**src/rtl/mole_pkg.sv**
```systemverilog
// Shared types and constants for the whack-a-mole round controller.
package mole_pkg;

    typedef enum logic [2:0] {
        IDLE = 3'd0,
        ARM  = 3'd1,
        SHOW = 3'd2,
        HIT  = 3'd3,
        MISS = 3'd4,
        OVER = 3'd5
    } state_t;

    // Fibonacci taps 8,6,5,4 expressed as a mask over lfsr[7:0]
    localparam logic [7:0] LFSR_TAPS = 8'hB8;

    localparam int         DEF_N_HOLES        = 4;
    localparam int         DEF_SCORE_W        = 8;
    localparam int         DEF_MAX_MISS       = 3;
    localparam int         DEF_INIT_INTERVAL  = 7;
    localparam int         DEF_MIN_INTERVAL   = 2;
    localparam int         DEF_HITS_PER_LEVEL = 4;
    localparam logic [7:0] DEF_LFSR_SEED      = 8'hA5;

    function automatic logic [7:0] onehot(input logic [2:0] idx);
        onehot = 8'b1 << idx;
    endfunction

endpackage

```
**src/rtl/mole_round_ctrl_if.sv**
```systemverilog
// Player/timer side signals of the round controller.
interface mole_round_ctrl_if #(
    parameter int N_HOLES = 4,
    parameter int SCORE_W = 8
);
    logic               start;
    logic [N_HOLES-1:0] btn;
    logic               timeout;
    logic [2:0]         interval;
    logic               dir;
    logic               timer_clr;
    logic [N_HOLES-1:0] mole;
    logic [SCORE_W-1:0] score;
    logic [2:0]         misses;
    logic               game_over;

    modport slave (
        input  start, btn, timeout,
        output interval, dir, timer_clr, mole, score, misses, game_over
    );

    modport master (
        output start, btn, timeout,
        input  interval, dir, timer_clr, mole, score, misses, game_over
    );
endinterface

```
**src/rtl/mole_lfsr.sv**
```systemverilog
// Free-running 8-bit Fibonacci LFSR used to pick the next mole.
module mole_lfsr
    import mole_pkg::*;
#(
    parameter logic [7:0] SEED = DEF_LFSR_SEED
) (
    input  logic       clk,
    input  logic       rst_n,
    output logic [7:0] value
);

    always_ff @(posedge clk or negedge rst_n) begin
        if (!rst_n) value <= SEED;
        else        value <= {value[6:0], ^(value & LFSR_TAPS)};
    end

endmodule

```
**src/rtl/mole_round_ctrl.sv**
```systemverilog
// Game-round controller: picks moles, detects hits/misses, keeps score and
// drives the downstream timer's interval and restart pulse.
module mole_round_ctrl
    import mole_pkg::*;
#(
    parameter int         N_HOLES        = DEF_N_HOLES,
    parameter int         SCORE_W        = DEF_SCORE_W,
    parameter int         MAX_MISS       = DEF_MAX_MISS,
    parameter int         INIT_INTERVAL  = DEF_INIT_INTERVAL,
    parameter int         MIN_INTERVAL   = DEF_MIN_INTERVAL,
    parameter int         HITS_PER_LEVEL = DEF_HITS_PER_LEVEL,
    parameter logic [7:0] LFSR_SEED      = DEF_LFSR_SEED
) (
    input  logic             clk,
    input  logic             rst_n,
    mole_round_ctrl_if.slave bus
);

    localparam int HL_W = (HITS_PER_LEVEL > 1) ? $clog2(HITS_PER_LEVEL) : 1;

    state_t             state;
    logic [7:0]         lfsr;
    logic [N_HOLES-1:0] btn_q;
    logic               timeout_q;
    logic [2:0]         prev_idx;
    logic [HL_W-1:0]    hit_lvl_cnt;

    logic [N_HOLES-1:0] mole;
    logic [SCORE_W-1:0] score;
    logic [2:0]         misses;
    logic [2:0]         interval;
    logic               timer_clr;
    logic               game_over;

    logic [N_HOLES-1:0] btn_rise;
    logic               to_rise;
    logic               hit;
    logic [2:0]         cand;
    logic [2:0]         idx;
    logic [7:0]         oh;
    logic [N_HOLES-1:0] mole_next;
    logic [2:0]         misses_next;

    mole_lfsr #(.SEED(LFSR_SEED)) u_lfsr (
        .clk   (clk),
        .rst_n (rst_n),
        .value (lfsr)
    );

    always_comb begin
        btn_rise    = bus.btn & ~btn_q;
        to_rise     = bus.timeout & ~timeout_q;
        hit         = |(btn_rise & mole);
        cand        = 3'(lfsr % 8'(N_HOLES));
        // never show the same hole twice in a row
        idx         = (cand == prev_idx) ? 3'(({1'b0, cand} + 4'd1) % 4'(N_HOLES)) : cand;
        oh          = onehot(idx);
        mole_next   = oh[N_HOLES-1:0];
        misses_next = misses + 3'd1;
    end

    always_ff @(posedge clk or negedge rst_n) begin
        if (!rst_n) begin
            state       <= IDLE;
            mole        <= '0;
            score       <= '0;
            misses      <= '0;
            game_over   <= 1'b0;
            timer_clr   <= 1'b0;
            interval    <= 3'(INIT_INTERVAL);
            hit_lvl_cnt <= '0;
            prev_idx    <= '0;
            btn_q       <= '0;
            timeout_q   <= 1'b0;
        end else begin
            btn_q     <= bus.btn;
            timeout_q <= bus.timeout;
            timer_clr <= 1'b0;
            case (state)
                IDLE, OVER: begin
                    mole <= '0;
                    if (bus.start) begin
                        score       <= '0;
                        misses      <= '0;
                        hit_lvl_cnt <= '0;
                        interval    <= 3'(INIT_INTERVAL);
                        game_over   <= 1'b0;
                        timer_clr   <= 1'b1;
                        state       <= ARM;
                    end
                end
                ARM: begin
                    mole     <= mole_next;
                    prev_idx <= idx;
                    state    <= SHOW;
                end
                SHOW: begin
                    if (hit)          state <= HIT;
                    else if (to_rise) state <= MISS;
                end
                HIT: begin
                    mole      <= '0;
                    score     <= (&score) ? score : score + 1'b1;
                    timer_clr <= 1'b1;
                    state     <= ARM;
                    if (hit_lvl_cnt == HL_W'(HITS_PER_LEVEL - 1)) begin
                        hit_lvl_cnt <= '0;
                        if (interval > 3'(MIN_INTERVAL)) interval <= interval - 3'd1;
                    end else begin
                        hit_lvl_cnt <= hit_lvl_cnt + 1'b1;
                    end
                end
                MISS: begin
                    mole   <= '0;
                    misses <= misses_next;
                    if (misses_next == 3'(MAX_MISS)) begin
                        game_over <= 1'b1;
                        state     <= OVER;
                    end else begin
                        timer_clr <= 1'b1;
                        state     <= ARM;
                    end
                end
                default: begin
                    mole  <= '0;
                    state <= IDLE;
                end
            endcase
        end
    end

    assign bus.mole      = mole;
    assign bus.score     = score;
    assign bus.misses    = misses;
    assign bus.interval  = interval;
    assign bus.timer_clr = timer_clr;
    assign bus.game_over = game_over;
    assign bus.dir       = 1'b0;

endmodule

```
**src/flat_wrapper.sv**
```systemverilog
// flat-port wrapper written by rule: the top's interface ports become plain ports
module mole_round_ctrl_flat import mole_pkg::*;
#(
    parameter int         N_HOLES        = DEF_N_HOLES,
    parameter int         SCORE_W        = DEF_SCORE_W,
    parameter int         MAX_MISS       = DEF_MAX_MISS,
    parameter int         INIT_INTERVAL  = DEF_INIT_INTERVAL,
    parameter int         MIN_INTERVAL   = DEF_MIN_INTERVAL,
    parameter int         HITS_PER_LEVEL = DEF_HITS_PER_LEVEL,
    parameter logic [7:0] LFSR_SEED      = DEF_LFSR_SEED
)
  (clk, rst_n, bus_start, bus_btn, bus_timeout, bus_interval, bus_dir, bus_timer_clr, bus_mole, bus_score, bus_misses, bus_game_over);
  mole_round_ctrl_if #(.N_HOLES(N_HOLES), .SCORE_W(SCORE_W)) bus_i ();
  input  logic clk;
  input  logic rst_n;
  input wire logic [$bits(bus_i.start)-1:0] bus_start;
  input wire logic [$bits(bus_i.btn)-1:0] bus_btn;
  input wire logic [$bits(bus_i.timeout)-1:0] bus_timeout;
  output wire logic [$bits(bus_i.interval)-1:0] bus_interval;
  output wire logic [$bits(bus_i.dir)-1:0] bus_dir;
  output wire logic [$bits(bus_i.timer_clr)-1:0] bus_timer_clr;
  output wire logic [$bits(bus_i.mole)-1:0] bus_mole;
  output wire logic [$bits(bus_i.score)-1:0] bus_score;
  output wire logic [$bits(bus_i.misses)-1:0] bus_misses;
  output wire logic [$bits(bus_i.game_over)-1:0] bus_game_over;
  assign bus_i.start = bus_start;
  assign bus_i.btn = bus_btn;
  assign bus_i.timeout = bus_timeout;
  assign bus_interval = bus_i.interval;
  assign bus_dir = bus_i.dir;
  assign bus_timer_clr = bus_i.timer_clr;
  assign bus_mole = bus_i.mole;
  assign bus_score = bus_i.score;
  assign bus_misses = bus_i.misses;
  assign bus_game_over = bus_i.game_over;
  mole_round_ctrl #(.N_HOLES(N_HOLES), .SCORE_W(SCORE_W), .MAX_MISS(MAX_MISS), .INIT_INTERVAL(INIT_INTERVAL), .MIN_INTERVAL(MIN_INTERVAL), .HITS_PER_LEVEL(HITS_PER_LEVEL), .LFSR_SEED(LFSR_SEED)) u_core (.clk(clk), .rst_n(rst_n), .bus(bus_i));
endmodule
```
**config.mk**
```make
export PLATFORM = sky130hd
export DESIGN_NAME = mole_round_ctrl_flat
export DESIGN_NICKNAME = d
export VERILOG_FILES = /design/src/rtl/mole_pkg.sv /design/src/rtl/mole_round_ctrl_if.sv /design/src/rtl/mole_lfsr.sv /design/src/rtl/mole_round_ctrl.sv /design/src/flat_wrapper.sv
export SDC_FILE = /design/constraint.sdc
export NUM_CORES = 1
export LEC_CHECK = 0
export CELL_PAD_IN_SITES_DETAIL_PLACEMENT = 1
export CELL_PAD_IN_SITES_GLOBAL_PLACEMENT = 1
export CORE_MARGIN = 2
export CORE_UTILIZATION = 45
export DETAILED_ROUTE_END_ITERATION = 8
export PLACE_DENSITY_LB_ADDON = 0.1
export SYNTH_ARGS = -nofsm -noshare
export SYNTH_HDL_FRONTEND = slang
export SYNTH_SLANG_ARGS = --single-unit
```
**constraint.sdc**
```tcl
create_clock -name clk -period 4.6 [get_ports clk]
set_input_delay 0.92 -clock clk [delete_from_list [all_inputs] [get_ports clk]]
set_output_delay 0.92 -clock clk [all_outputs]
set_load 0.02 [all_outputs]
```
Word level (Yosys, flattened, before mapping)
Index checks and enable logic that the tools add are counted.

word-level totals
  memory bits (read-only) = 0
  bits in latches = 0
  register bits = 41
  memories kept = 0
  memory bits (writable) = 0
  input port bits = 8
  output and inout bits = 21
  word-level logic and storage cells = 76

operators by class
  bitwise gates (word level) = 5
  div/mod/pow operators = 0
  add/subtract/negate cells = 5
  shift-type cells = 1
  equal/unequal tests = 14
  multiply operators = 0
  reduce and logical (&&, ||, !) cells = 13
  mux-type cells = 25
  order comparisons = 1

operators with widths
  kind                 number
  $mux 3               8
  $mux 8               2
  $pmux 8 s2           1
  $pmux 3 s5           1
  $pmux 3 s2           2
  $eq 3x2->1 const B   3
  $add 8x1->8 const B  1
  $and 4x4->4          2
  $pmux 4 s2           1
  $reduce_and 8->1     1
  $reduce_xor 8->1     1
  $eq 3x3->1 const B   2
  $mux 2               3
  $ne 2x1->1 const B   3
  $reduce_and 2->1     3
  $reduce_and 3->1     2
  $add 2x1->2 const B  2
  $mux 1               4
  $ne 2x2->1 const B   2
  $not 4->4            1
  $pmux 2 s2           1
  $reduce_and 4->1     1
  $reduce_bool 2->1    2
  $reduce_or 4->1      1
  14 further kinds     14

Logic depth before layout (Yosys ltp)
Gate-level depths: netlist of the first run.

  word-level depth = 6
  depth in mapped cells = 6
  mapped depth without buffers = 6

Modules after synthesis
From an unflattened synthesis of the first run, not the netlist that was laid out.

second synthesis, totals
  cell total of the unflattened synthesis = 175
  area total of the unflattened synthesis = 1928.1 um2

by module, submodules not included
  module           cells each  seq. area each (um2)  times used  area each (um2)
  mole_round_ctrl  164         804.5                 1           1696.6
  mole_lfsr        11          205.2                 1           231.5

Worst setup path before layout of the first run
Ideal clock, no wire load.

  path kind = input to register
  start = input port bus_start
  end = register u_core.score[1] (netlist: u_core.bus.score[1])
  data required time = 4.478 ns
  stages on the path = 4
  setup slack = 2.583 ns
  arrival = 1.896 ns
  buffers on the path = 0
  library setup time = 0.122 ns
  cells stage by stage = nor4b_1 a311oi_4 a41o_4 a32o_1

between the ends
  word-level cells in the longest chain between the ends = 2

ends and longest elaborated chain
  what                        RTL line                RTL
  start: declaration          flat_wrapper.sv:16      input wire logic [$bits(bus_i.start)-1:0] bus_start;
  $ne 2x2->1 (no line)        -
  $reduce_and 3->1 (no line)  -
  end signal: assignment      mole_round_ctrl.sv:103  score <= (&score) ? score : score + 1'b1;
  end: declaration            mole_round_ctrl.sv:29   logic [SCORE_W-1:0] score;

No other way between the ends.
A chain may end at the register's enable or synchronous reset.

Worst setup path after layout of the first run
Same ends and word-level chain as after synthesis.

==> metrics.yaml, run 1 <==
outcome: "complete, no violations"
dp_hpwl_um: 3090
max_slew_margin_pct: 42.2
die_w_um: 68.6
gp_congestion: 0.833
p_per_area_nw_per_um2: 528
syn-num-nets: 187
cts.clk_slew.worst_paths_ns: 0.08
final_cell_mix: "33 x dfrtp_1, 26 x clkdlybuf4s50_1, 15 x nand2_1"
max_cap_violations: 0
antenna_found_initial: 0
dp_slack_ns: 1.73
required_ns: 4.79
ctsRootBufferMaster: "clkbuf_8"
cts_hold_buffers: 0
drc: 0
antenna_left: 0
hold_ws_ns: 0.369
h-tree-depth: 2
drt_first_pass_iters: 4
post_cts_resized: 0
die_area_um2: 4700
timing.fmax_ghz: 0.388
post-route-min-period_ns: 2.58
hold_violations: 0
fp-row-count: 23
cts_buffers: 5
wl_per_cell_um: 17.2
overflow: 0
ir_worst_vdd_uv: 255
rsz0062_at_grt: "no"
hold_path_class: "register to register"
start_util_pct: 46.9
critPathLaunchType: "input port"
final_common_cell: "dfrtp_1"
fin_nets: 213
synth_seq_cells: 40
path_class: "input port to register"
area_delta_synth_final_pct: 21.9
post_drt_via_cell_ratio: 5.65
wirelength_um: 4300
cp_max_fo: 9
io_pins: 29
period_share_pct: 56.1
grt_max_degree: 41
syn_inst: 173
clock_latency_ns: 0.29
worstMarginPinSlew_ns: 0.867
vias: 1412
core_um2: 4000
die_h_um: 68.6
setup_ws_ns: 2.02
grt_pass1_wl_um: 7180
synth_cell_types: 48
avgSynthCellArea_um2: 10.8
endpoint_kind: "register"
drv_slew: 0
crit_arrival_ns: 2.77
grt_pass1_vias: 1473
post_cts_buffers: 0
synth_seq_area_share_pct: 53.8
tritoncts: "done"
dr.first_iter.drc_count: 92
final.setup.tns_ns: 0
synth_warnings: 0
grt_use_total_pct: 21.1
port_buffers: 27
postLayoutCoreUtil_pct: 57.2
skew_ns: 0.00463
synth-edff-count: 0
clock-sinks: 40
synth_ff_type: "dfrtp_1"
setup_viol: 0
diodes: 0
drive_gt1_share_pct: 10.5
ys_async_sr_fraction_pct: 100
ctsLongestPathBuffers: 2
power_leakage_nw: 0.980
synth.cell_area_um2: 1880
==> state kept, by name (all words and copies together) (netlist names), 2 cells and up <==
| name | cells |
|---|---|
| u_core.state | 3 |
| u_core.bus.interval | 3 |
| u_core.bus.mole | 4 |
| u_core.prev_idx | 2 |
| u_core.bus.misses | 3 |
| u_core.u_lfsr.value | 8 |
| u_core.btn_q | 4 |
| u_core.bus.score | 8 |
| u_core.hit_lvl_cnt | 2 |
==> through the flow <==
step	instance area [um2]	instances	total power, W
after floorplan	1880	173	0.000754
after global placement	2160	242	0.000876
after detailed placement	2160	242	0.000903
after CTS	2290	250	0.00122
after global routing	2290	250	0.00128
final	2290	250	0.00121
==> layer usage <==
layer	global-route usage, %	part of all wire (%)
met4	6.25	1.0
met3	5.03	3.4
met1	25.5	43
met5	0	0
met2	37.3	53
==> kinds of logic (layout without fill, tap and decap cells) <==
logic type                 count (synthesis)  after routing  share of synthesized area (%)
buffers and inverters                     15             42                           3.73
DFF                                       40             40                           53.8
other                                      1              1                          0.200
muxes                                      3              3                           1.73
xor gates and xnor gates                   4              4                           1.87
and+or+nand+nor                           51             51                           13.7
adders and majority gates                  6              6                           4.00
AOI/OAI and AO/OA                         53             53                           21.0
==> cell type report <==
class / count / area [um2]
fillers: 439 / 1710
repair buffers: 27 / 265
clock inverters: 1 / 30.0
inverters: 7 / 26.3
flip-flops and latches: 40 / 1010
clock buffers: 7 / 96.3
multi-input cells: 118 / 797
well taps: 50 / 62.6
==> Yosys cell counts, types with 4 or more instances <==
| library cell | number | share of area, % |
|---|---|---|
| a21oi_1 | 10 | 2.7 |
| clkbuf_1 | 4 | 0.80 |
| dfrtp_1 | 33 | 44 |
| dfstp_2 | 7 | 9.8 |
| ha_1 | 6 | 4.0 |
| inv_1 | 7 | 1.4 |
| nand2_1 | 15 | 3.0 |
| nand2b_1 | 4 | 1.3 |
| nand3_1 | 4 | 1.1 |
| nor2_1 | 10 | 2.0 |
| o21ai_0 | 13 | 3.5 |
==> report_power, final <==
part	total [W]	leakage (nW)	switching, W	internal [W]
clock network	0.000313	0.0645	0.000122	0.000191
registers	0.000495	0.509	0.0000810	0.000414
logic	0.000398	0.406	0.000224	0.000174
total	0.00121	0.980	0.000427	0.000779
==> worst paths after layout <==
check	startpoint	to	slack (ns)	cells after the start
setup / recovery	bus_start	u_core.bus.score[1]	2.02	5
hold / removal	u_core.u_lfsr.value[6]	u_core.u_lfsr.value[7]	0.37	0
setup reg to reg	u_core.state[2]	u_core.bus.score[4]	2.51	4
hold reg to reg	u_core.u_lfsr.value[6]	u_core.u_lfsr.value[7]	0.37	0
max in group asynchronous	rst_n	u_core.bus.score[7]	3.32	1
min in group asynchronous	rst_n	u_core.bus.mole[3]	0.73	1
==> worst max-delay path: stages <==
cell	delay, ns
clkdlybuf4s50_1	0.59
nor4b_1	0.56
a311oi_4	0.16
a41o_4	0.33
a32o_1	0.20
(Power assumes the default switching activity.)
==> run 2, diff against run 1 <==
--- a/config.mk
+++ b/config.mk
@@ -8,7 +8,7 @@
 export CELL_PAD_IN_SITES_DETAIL_PLACEMENT = 1
 export CELL_PAD_IN_SITES_GLOBAL_PLACEMENT = 1
 export CORE_MARGIN = 2
-export CORE_UTILIZATION = 45
+export CORE_UTILIZATION = 37
 export DETAILED_ROUTE_END_ITERATION = 8
 export PLACE_DENSITY_LB_ADDON = 0.1
 export SYNTH_ARGS = -nofsm -noshare
==> constraint.sdc (replaced) <==
create_clock -name clk -period 2.3 [get_ports clk]
set_input_delay 0.46 -clock clk [delete_from_list [all_inputs] [get_ports clk]]
set_output_delay 0.46 -clock clk [all_outputs]
set_load 0.02 [all_outputs]
==> metrics.yaml, run 2 (same netlist as run 1, synthesis figures left out) <==
path_class: "register to output pin"
drv_slew: 0
ctsLongestPathBuffers: 2
setup_ws_ns: 0.346
post_drt_via_cell_ratio: 5.44
r2r_cells: 5
reg2reg_to: "u_core.bus.interval[2]"
crit_path_cell_trace: "clkdlybuf4s50_1"
fp-row-count: 25
final_common_cell: "dfrtp_1"
grt_max_degree: 41
die_area_um2: 5660
grt_use_total_pct: 17.7
die_w_um: 75.2
tritoncts: "done"
crit_arrival_ns: 1.49
area_delta_synth_final_pct: 24.2
outcome: "complete, no violations"
cts_buffers: 5
hold_violations: 0
io_pins: 29
final.setup.tns_ns: 0
period_share_pct: 84.9
slowest_stage: "clkdlybuf4s50_1"
clock_latency_ns: 0.30
rrSetupSlack_ns: 0.43
critPathLaunchType: "register"
hold_path_class: "input port to async pin"
top_regs: "u_core.bus.score (8), u_core.u_lfsr.value (8)"
postLayoutCellArea_um2: 2330
fillCellCount: 544
required_ns: 1.84
worstMarginPinSlew_ns: 0.528
cp_max_fo: 5
max_cap_violations: 0
drive_gt1_share_pct: 12.7
overflow: 0
cts.clk_slew.worst_paths_ns: 0.08
wirelength_um: 4440
power_leakage_nw: 0.994
core_um2: 4820
p_per_area_nw_per_um2: 1040
antenna_left: 0
diodes: 0
endpoint_kind: "output pin"
max_stage_delay_ns: 0.61
r2r_start: "u_core.state[2]"
drt_first_pass_iters: 4
gp_congestion: 0.824
rsz0062_at_grt: "no"
antenna_found_initial: 0
worst-path-buf-inv: 1
die_h_um: 75.2
vias: 1481
final_cell_mix: "33 x dfrtp_1, 26 x clkdlybuf4s50_1, 15 x nand2_1"
grt_pass1_vias: 1485
max_slew_margin_pct: 64.8
ir_worst_vdd_uv: 501
clock-sinks: 40
h-tree-depth: 2
fin_nets: 218
setup_viol: 0
port_buffers: 27
skew_ns: 0.00458
dpl_cell_area_um2: 2220
drc: 0
post-route-min-period_ns: 1.95
dp_slack_ns: 0.219
post_cts_buffers: 0
dp_hpwl_um: 3140
cts_hold_buffers: 0
wl_per_cell_um: 16.3
dr.first_iter.drc_count: 64
ctsRootBufferMaster: "clkbuf_8"
post_cts_resized: 0
grt_pass1_wl_um: 7500
cp_top_family: "buffers and inverters"
timing.fmax_ghz: 0.512
start_util_pct: 39.0
==> run 2: changes by cell type in the layout (fill, tap and decap cells not counted) <==
cell	previous run	this run
buf_4	0	5
clkbuf_8	7	5
clkinv_2	0	1
clkinvlp_4	0	1
==> run 2: worst max-delay path by stage <==
stage	from	end	depth (start not counted)	slack (ns)
3_3_place_gp	bus_start	u_core.bus.score[1]	6	0.26
6_report	u_core.bus.interval[2]	bus_interval[2]	1	0.35
3_5_place_dp	bus_start	u_core.bus.score[1]	6	0.22
4_1_cts	u_core.bus.interval[2]	bus_interval[2]	1	0.34
2_1_floorplan	u_core.bus.score[0]	u_core.bus.score[1]	6	0.47
5_1_grt	u_core.bus.score[6]	bus_score[6]	1	0.29
==> run 2: area by class of cell <==
type	count	area, um2	share of cell area [%]
Clock inverter	3	42.5	1.83
Inverter	7	26.3	1.13
Timing Repair Buffer	32	303	13.0
Clock buffer	5	68.8	2.95
Multi-Input combinational cell	118	797	34.2
Tap cell	67	83.8	3.60
Sequential cell	40	1010	43.3
==> run 2: per-layer routing <==
metal | wire, um | vias up | share of wire [%] | global-route usage (%)
li1 | - | 693 | - | -
met1 | 2110 | 751 | 48 | 25.0
met2 | 2110 | 26 | 48 | 26.6
met3 | 132 | 11 | 3.0 | 3.88
met4 | 80 | 0 | 1.8 | 6.82
met5 | 0 | - | 0 | 0
==> run 2: through the flow <==
step	utilization [%]	hold slack, ns	instances	power (W)
2_1_floorplan	-	0.164	173	0.00151
3_3_place_gp	46.1	0.338	264	0.00180
3_5_place_dp	46.1	0.340	264	0.00184
4_1_cts	48.4	0.236	272	0.00244
5_1_grt	48.4	0.246	272	0.00258
6_report	48.4	0.220	272	0.00241
==> run 2: where the power goes <==
group / internal, W / switching (W) / leakage [nW]
Combinational: 0.000377 / 0.000456 / 0.431
Clock: 0.000321 / 0.000265 / 0.0541
Sequential: 0.000828 / 0.000167 / 0.509
Total: 0.00153 / 0.000889 / 0.994
